## src/rtl/fft_bitrev_reorder_if.sv

```systemverilog
// Stream bundle between the last R2SDF stage and the bit-reversal reorder buffer.
// Optional frame markers oSof/oEof exist only when FFT_REORDER_FRAME_EN is defined.
interface fft_bitrev_reorder_if #(
    parameter int DATA_W = 38
);
    logic              iEn;
    logic [DATA_W-1:0] iData_Re;
    logic [DATA_W-1:0] iData_Im;
    logic              oValid;
    logic [DATA_W-1:0] oData_Re;
    logic [DATA_W-1:0] oData_Im;
`ifdef FFT_REORDER_FRAME_EN
    logic              oSof;
    logic              oEof;

    modport master (
        output iEn, iData_Re, iData_Im,
        input  oValid, oData_Re, oData_Im, oSof, oEof
    );
    modport slave (
        input  iEn, iData_Re, iData_Im,
        output oValid, oData_Re, oData_Im, oSof, oEof
    );
`else
    modport master (
        output iEn, iData_Re, iData_Im,
        input  oValid, oData_Re, oData_Im
    );
    modport slave (
        input  iEn, iData_Re, iData_Im,
        output oValid, oData_Re, oData_Im
    );
`endif
endinterface

```

## src/rtl/fft_bitrev_reorder.sv

```systemverilog
// Ping-pong reorder buffer: frames arrive in bit-reversed order and leave in natural order.
// Optional feature macro FFT_REORDER_FRAME_EN adds registered oSof/oEof frame markers.
module fft_bitrev_reorder #(
    parameter int DATA_W = 38,
    parameter int LOG2N  = 4
) (
    input  logic                  iClk,
    input  logic                  iRst,
    fft_bitrev_reorder_if.slave   bus
);
    localparam int                 N        = 1 << LOG2N;
    localparam logic [LOG2N-1:0]   CNT_LAST = {LOG2N{1'b1}};
    localparam logic [LOG2N-1:0]   CNT_ZERO = {LOG2N{1'b0}};
    localparam logic [LOG2N-1:0]   CNT_ONE  = {{(LOG2N-1){1'b0}}, 1'b1};

    typedef enum logic {
        S_IDLE = 1'b0,
        S_READ = 1'b1
    } state_t;

    function automatic logic [LOG2N-1:0] f_bitrev(input logic [LOG2N-1:0] k);
        logic [LOG2N-1:0] r;
        for (int b = 0; b < LOG2N; b++) begin
            r[b] = k[LOG2N-1-b];
        end
        return r;
    endfunction

    // Bank select is the MSB of the RAM address.
    logic [2*DATA_W-1:0] r_mem [0:2*N-1];

    logic [LOG2N-1:0]    r_wr_cnt;
    logic                r_wr_bank;
    logic [LOG2N-1:0]    r_rd_cnt;
    logic                r_rd_bank;
    state_t              r_state;
    logic                r_valid;
    logic [DATA_W-1:0]   r_re;
    logic [DATA_W-1:0]   r_im;

    state_t              w_state_nxt;
    logic [LOG2N-1:0]    w_rd_cnt_nxt;
    logic                w_rd_bank_nxt;
    logic                w_rd_en;
    logic                w_frame_done;
    logic [LOG2N:0]      w_rd_addr;
    logic [2*DATA_W-1:0] w_rd_word;

    assign w_frame_done = bus.iEn & (r_wr_cnt == CNT_LAST);
    assign w_rd_addr    = {r_rd_bank, f_bitrev(r_rd_cnt)};
    assign w_rd_word    = r_mem[w_rd_addr];

    // Write pointer: advances per captured sample, flips bank at end of frame.
    always_ff @(posedge iClk or posedge iRst) begin
        if (iRst) begin
            r_wr_cnt  <= CNT_ZERO;
            r_wr_bank <= 1'b0;
        end else if (bus.iEn) begin
            if (w_frame_done) begin
                r_wr_cnt  <= CNT_ZERO;
                r_wr_bank <= ~r_wr_bank;
            end else begin
                r_wr_cnt  <= r_wr_cnt + CNT_ONE;
            end
        end
    end

    // Frame RAM, written in arrival order; contents deliberately not reset.
    always_ff @(posedge iClk) begin
        if (bus.iEn) begin
            r_mem[{r_wr_bank, r_wr_cnt}] <= {bus.iData_Re, bus.iData_Im};
        end
    end

    // Read FSM state and read pointer registers.
    always_ff @(posedge iClk or posedge iRst) begin
        if (iRst) begin
            r_state   <= S_IDLE;
            r_rd_cnt  <= CNT_ZERO;
            r_rd_bank <= 1'b0;
        end else begin
            r_state   <= w_state_nxt;
            r_rd_cnt  <= w_rd_cnt_nxt;
            r_rd_bank <= w_rd_bank_nxt;
        end
    end

    // Read FSM next state; a frame completing on the last read chains straight on.
    always_comb begin
        w_state_nxt   = r_state;
        w_rd_cnt_nxt  = r_rd_cnt;
        w_rd_bank_nxt = r_rd_bank;
        w_rd_en       = 1'b0;
        case (r_state)
            S_IDLE: begin
                if (w_frame_done) begin
                    w_state_nxt   = S_READ;
                    w_rd_cnt_nxt  = CNT_ZERO;
                    w_rd_bank_nxt = r_wr_bank;
                end else begin
                    w_state_nxt   = S_IDLE;
                end
            end
            S_READ: begin
                w_rd_en = 1'b1;
                if (r_rd_cnt == CNT_LAST) begin
                    w_rd_cnt_nxt = CNT_ZERO;
                    if (w_frame_done) begin
                        w_state_nxt   = S_READ;
                        w_rd_bank_nxt = r_wr_bank;
                    end else begin
                        w_state_nxt   = S_IDLE;
                    end
                end else begin
                    w_rd_cnt_nxt = r_rd_cnt + CNT_ONE;
                end
            end
            default: begin
                w_state_nxt  = S_IDLE;
                w_rd_cnt_nxt = CNT_ZERO;
            end
        endcase
    end

    // Output register: data holds its last value while idle.
    always_ff @(posedge iClk or posedge iRst) begin
        if (iRst) begin
            r_valid <= 1'b0;
            r_re    <= {DATA_W{1'b0}};
            r_im    <= {DATA_W{1'b0}};
        end else if (w_rd_en) begin
            r_valid <= 1'b1;
            r_re    <= w_rd_word[2*DATA_W-1:DATA_W];
            r_im    <= w_rd_word[DATA_W-1:0];
        end else begin
            r_valid <= 1'b0;
        end
    end

    assign bus.oValid   = r_valid;
    assign bus.oData_Re = r_re;
    assign bus.oData_Im = r_im;

`ifdef FFT_REORDER_FRAME_EN
    logic r_sof;
    logic r_eof;

    // Frame markers registered alongside the output sample.
    always_ff @(posedge iClk or posedge iRst) begin
        if (iRst) begin
            r_sof <= 1'b0;
            r_eof <= 1'b0;
        end else if (w_rd_en) begin
            r_sof <= (r_rd_cnt == CNT_ZERO);
            r_eof <= (r_rd_cnt == CNT_LAST);
        end else begin
            r_sof <= 1'b0;
            r_eof <= 1'b0;
        end
    end

    assign bus.oSof = r_sof;
    assign bus.oEof = r_eof;
`endif

endmodule

```

## src/flat_wrapper.sv

```systemverilog
// flat-port wrapper written by rule: the top's interface ports become plain ports
module fft_bitrev_reorder_flat 
#(
    parameter int DATA_W = 38,
    parameter int LOG2N  = 4
)
  (iClk, iRst, bus_iEn, bus_iData_Re, bus_iData_Im, bus_oValid, bus_oData_Re, bus_oData_Im);
  fft_bitrev_reorder_if #(.DATA_W(DATA_W)) bus_i ();
  input  logic iClk;
  input  logic iRst;
  input wire logic [$bits(bus_i.iEn)-1:0] bus_iEn;
  input wire logic [$bits(bus_i.iData_Re)-1:0] bus_iData_Re;
  input wire logic [$bits(bus_i.iData_Im)-1:0] bus_iData_Im;
  output wire logic [$bits(bus_i.oValid)-1:0] bus_oValid;
  output wire logic [$bits(bus_i.oData_Re)-1:0] bus_oData_Re;
  output wire logic [$bits(bus_i.oData_Im)-1:0] bus_oData_Im;
  assign bus_i.iEn = bus_iEn;
  assign bus_i.iData_Re = bus_iData_Re;
  assign bus_i.iData_Im = bus_iData_Im;
  assign bus_oValid = bus_i.oValid;
  assign bus_oData_Re = bus_i.oData_Re;
  assign bus_oData_Im = bus_i.oData_Im;
  fft_bitrev_reorder #(.DATA_W(DATA_W), .LOG2N(LOG2N)) u_core (.iClk(iClk), .iRst(iRst), .bus(bus_i));
endmodule
```

## config.mk

```make
export PLATFORM = sky130hd
export DESIGN_NAME = fft_bitrev_reorder_flat
export DESIGN_NICKNAME = d
export VERILOG_FILES = /design/src/rtl/fft_bitrev_reorder_if.sv /design/src/rtl/fft_bitrev_reorder.sv /design/src/flat_wrapper.sv
export SDC_FILE = /design/constraint.sdc
export NUM_CORES = 2
export LEC_CHECK = 0
export ABC_AREA = 1
export CAP_MARGIN = 20
export CORE_UTILIZATION = 50
export CTS_BUF_LIST = sky130_fd_sc_hd__clkbuf_4
export DETAILED_ROUTE_END_ITERATION = 8
export PLACE_DENSITY_LB_ADDON = 0.12
export SLEW_MARGIN = 40
export SYNTH_ARGS = -nofsm -noshare
export SYNTH_HDL_FRONTEND = slang
export SYNTH_SLANG_ARGS = --single-unit
```

## constraint.sdc

```tcl
create_clock -name iClk -period 6.75 [get_ports iClk]
set_input_delay 1.0125 -clock iClk [delete_from_list [all_inputs] [get_ports iClk]]
set_output_delay 1.0125 -clock iClk [all_outputs]
set_load 0.01 [all_outputs]
```

# Yosys cells after proc, flatten, opt, wreduce, memory -nomap -nowiden
# Memory sizes are Yosys's and may differ from the RTL's. A register that Yosys moved wholly into a read port is not among the register bits.
# Cells that the tools add are included.
word_totals:
  regBits: 12
  latchBits: 0
  mem_bits_rw: 2432
  mem_bits_ro: 0
  input_bits: 79
  output_inout_bits: 77
  elab_cells: 31
  n_memories: 1
classes:
  add_sub_neg: 2
  mul: 0
  div_mod_pow: 0
  order_cmp: 0
  eq_ne: 4
  shifts: 0
  muxes: 14
  bitwise_logic: 3
  reduce_logical: 1
memory_table:
  columns: ["memory", "words", "word_bits", "rd", "rd_clocked_by_memory_dff", "wr", "line_no", "source"]
  rows:
  - ["u_core.r_mem", 32, 76, 1, 1, 1, "fft_bitrev_reorder.sv:30", "logic [2*DATA_W-1:0] r_mem [0:2*N-1];"]
op_table:
  columns: ["operator", "n"]
  rows:
  - ["2-to-1 mux 4 bit", 3]
  - ["adder 4 x 1 -> 4 bit (second input constant)", 2]
  - ["equality test 4 bit (second input constant)", 2]
  - ["2-to-1 mux 1 bit", 8]
  - ["one-hot mux 4 bit (2 select lines)", 1]
  - ["one-hot mux 1 bit (2 select lines)", 2]
  - ["!= test 2 x 1 -> 1 bit (second input constant)", 1]
  - ["!= test 2 bit (second input constant)", 1]
  - ["inverter 1 bit", 2]
  - ["AND reduction 2 bit", 1]
  - ["bitwise AND 1 bit", 1]

# Longest topological paths before layout
depth:
  depth_word: 5
  mapped_depth: 15
  depth_no_buf: 11

# Worst setup path after synthesis
# Ideal clock, no wire load.
synth_timing:
  path_kind: "input port to flip-flop"
  startpoint: "input bus_iEn"
  endpoint: "memory u_core.r_mem[23][0] (netlist name), enable pin"
  setup_ns: 0.604
  arrival_ns: 6.608
  required_time_ns: 6.146
  slack_ns: -0.462
  cell_stages: 3
  n_path_buf: 1
  path_cell_list: "clkbuf_1 nand3_1 nor3_1"
synth_between:
  elab_chain_len: 2
synth_rtl:
  columns: ["item", "line_no", "source"]
  rows:
  - ["from (decl)", "flat_wrapper.sv:11", "input wire logic [$bits(bus_i.iEn)-1:0] bus_iEn;"]
  - ["2-to-1 mux 1 bit", "fft_bitrev_reorder.sv:70", "if (bus.iEn) begin"]
  - ["2-to-1 mux 1 bit (implied by the code)", "fft_bitrev_reorder.sv:71", "r_mem[{r_wr_bank, r_wr_cnt}] <= {bus.iData_Re, bus.iData_Im};"]
  - ["to (decl)", "fft_bitrev_reorder.sv:30", null]
# No other way between the ends.

==> run metrics <==
status=finished clean; CP Class=register to register; Power, Total=about 45000 uW; htree depth=6; Synth area leaders=edfxtp_1, nand2_1, nand3_1, nor2_1, inv_1; vias in the first global route=~69000; cell row count=about 170; Layout area overhead=13.0%; Seq/Total Area, Yosys=between 70 and 80%; num ports=~160; Sinks on Clock Net=approximately 2500; Worst-Skew Late Latency=between 1 and 1.5 ns; hold crit path type=input port to register; Cells after Synth=roughly 9500; count of final setup violators=0; post-CTS setup buffers=0; die height=457 um; synthesized area=0.103 mm2; register area=0.0753 mm2; Mean Syn Cell Area=~11 um2; Post-synth top cells=nand2_1, edfxtp_1, nand3_1; Residual DRC=0; die area=approximately 0.21 mm2; Die Span X=around 460 um; CTS Buffer Depth=4; root buf cell=clkbuf_4; Async S/R FF share, synth=approximately 3.5%; Tmin final=around 3.8 ns; clock slew at reported path FFs=roughly 0.070 ns; GR Util All Layers=around 28%; Pins Over Slew Limit=0; prevailing post-synth register cell=edfxtp_1; share of the synthesized area in the top cell type=70.6%; Post-layout nets=roughly 10000; Yosys reg bits=about 2500; RePlAce Congestion=between 0.8 and 0.9; antenna-violating nets left=0; WL final=296000 um; setup ws final=a little under 3 ns; dpl cells=approximately 12000; leakage=approximately 0.046 uW; first-pass GRT wire length=around 440000 um; initial antenna violation count=13; CTS buffer count=around 670; post-route cell area=~0.12 mm2; Initial Utilization=roughly 50%; HPWL after DPL=149000 um; maximum vdd ir drop=between 0.0003 and 0.0004 V; post-place setup slack=around 2.5 ns; Tightest Pin Transition=~0.9 ns; synth warn=0; Core Region=0.205 mm2; final critical-path share of the clock period=between 50% and 60%; number of synthesized flops with an enable pin=roughly 2400; DRC violation total after the first TritonRoute iteration=7185; post_cts resized=0; via count=just over 70000; fin util=between 50% and 60%; multi-input logic area=between 0.02 and 0.025 mm2; crit path launch type=register; Area after DPL=approximately 0.11 mm2; Clock Skew=~0.096 ns; FILL cells=roughly 17000; Yosys cell types=22; count leader, synth=nand2_1; Worst Path Max Fanout=72; final cell count without fillers=around 13000; fraction of layout cells with a size suffix above 1=about an eighth; RSZ-0062 raised after global routing=false; GRT overflow=0; cell taking the most area after synthesis=edfxtp_1; TritonRoute pass-1 iters=6; CTS tree=yes; largest net degree at the start of global routing=186; Critical Path End Type=register; final hold vios=0; Fmax=0.264 GHz; IO buf count=around 160; Max-Cap Viols=0; WP data required=roughly 8.1 ns; DR vias/cell=between 5 and 6; worst endpoint data arrival time=roughly 5.1 ns; Cell Pwr Density=approximately 390 mW/mm2; post-synth net total=around 9500; DR WL/cell=22.5 um; relative slew slack=between 40% and 50%
## power by group
group          switching [uW]  internal, uW
Combinational            9550          3590
Sequential                664         18200
Clock                    6170          7210
## per-stage QoR
stage | hold slack, ns | TNS [ns]
after floorplan | 0.352 | -70.18
after global placement | 0.467 | 0
after detailed placement | 0.468 | 0
after CTS | 0.00543 | 0
after global routing | 0.0547 | 0
final | 0.140 | 0
## worst paths after layout
path	cells after the start	to	slack [ns]	start
setup / recovery	10	u_core.bus.oData_Im[10]	2.97	u_core.r_rd_cnt[1]
hold / removal	1	u_core.r_mem[21][1]	0.14	bus_iData_Im[1]
setup reg to reg	10	u_core.bus.oData_Im[10]	2.97	u_core.r_rd_cnt[1]
hold reg to reg	2	u_core.bus.oData_Im[27]	0.48	u_core.bus.oData_Im[27]
min in group asynchronous	3	u_core.bus.oData_Re[31]	0.54	iRst
max in group asynchronous	4	u_core.r_rd_cnt[1]	4.96	iRst
## sequential cells by signal (all words and copies together), names as in the netlist
name and count:
u_core.bus.oData_Im 38, u_core.bus.oData_Re 38, u_core.bus.oValid 1, u_core.r_mem 2432
u_core.r_rd_bank 1, u_core.r_rd_cnt 4, u_core.r_state 1, u_core.r_wr_bank 1
u_core.r_wr_cnt 4
## routing by layer
metal	routed length, um	global-route usage [%]
met1	125000	38.5
met2	139000	44.7
met3	22300	5.27
met4	9250	10.8
met5	69	0
## placed cells by master, fill, tap and decap left out, types with 83 or more instances in the layout
cell / netlist / routed
nand2_1: 3467 / 3465
edfxtp_1: 2432 / 2432
nand3_1: 891 / 891
clkinv_1: 23 / 89
dfrtp_1: 88 / 83
nor2_1: 876 / 844
buf_4: 7 / 99
inv_1: 621 / 619
o21ai_0: 338 / 338
clkdlybuf4s50_1: 0 / 126
clkbuf_4: 0 / 1054
a21oi_1: 154 / 154
## worst max-delay path, cell delays in order, from the launching register on
cell and delay, ns:
dfrtp_4 0.73, inv_8 0.66, nand2_4 0.60, clkinv_2 0.16, buf_6 0.60, nand2_1 0.13
nand2_1 0.20, inv_1 0.07, nand2_1 0.06, nand3_1 0.13, nand2_1 0.12
## area by class of cell
| cell class | count | area share [%] |
|---|---|---|
| clock inverter | 96 | 0.442 |
| inverter | 649 | 2.13 |
| timing repair buffer | 339 | 3.12 |
| sequential | 2520 | 64.3 |
| multi-input combinational | 5772 | 20.3 |
| tap | 2688 | 2.88 |
| antenna | 12 | 0.0257 |
| clock buffer | 1054 | 6.76 |
## kinds of logic after synthesis
family / Yosys count / synth area share (%)
AND/OR/NAND/NOR: 5238 / 20.1
XOR/XNOR: 1 / 0.00847
flip-flops: 2520 / 72.7
AO/OA/AOI/OAI: 528 / 2.56
buffers and inverters: 1164 / 4.59
adder cells (fa/ha/maj): 5 / 0.0605
## repair_timing
action / in CTS / in global routing
endpoints found under the hold margin: 56 / 0
setup endpoints to repair: 0 / 0
hold buffers: 8 / 0
Note: power is estimated with default switching activity, not from simulation.
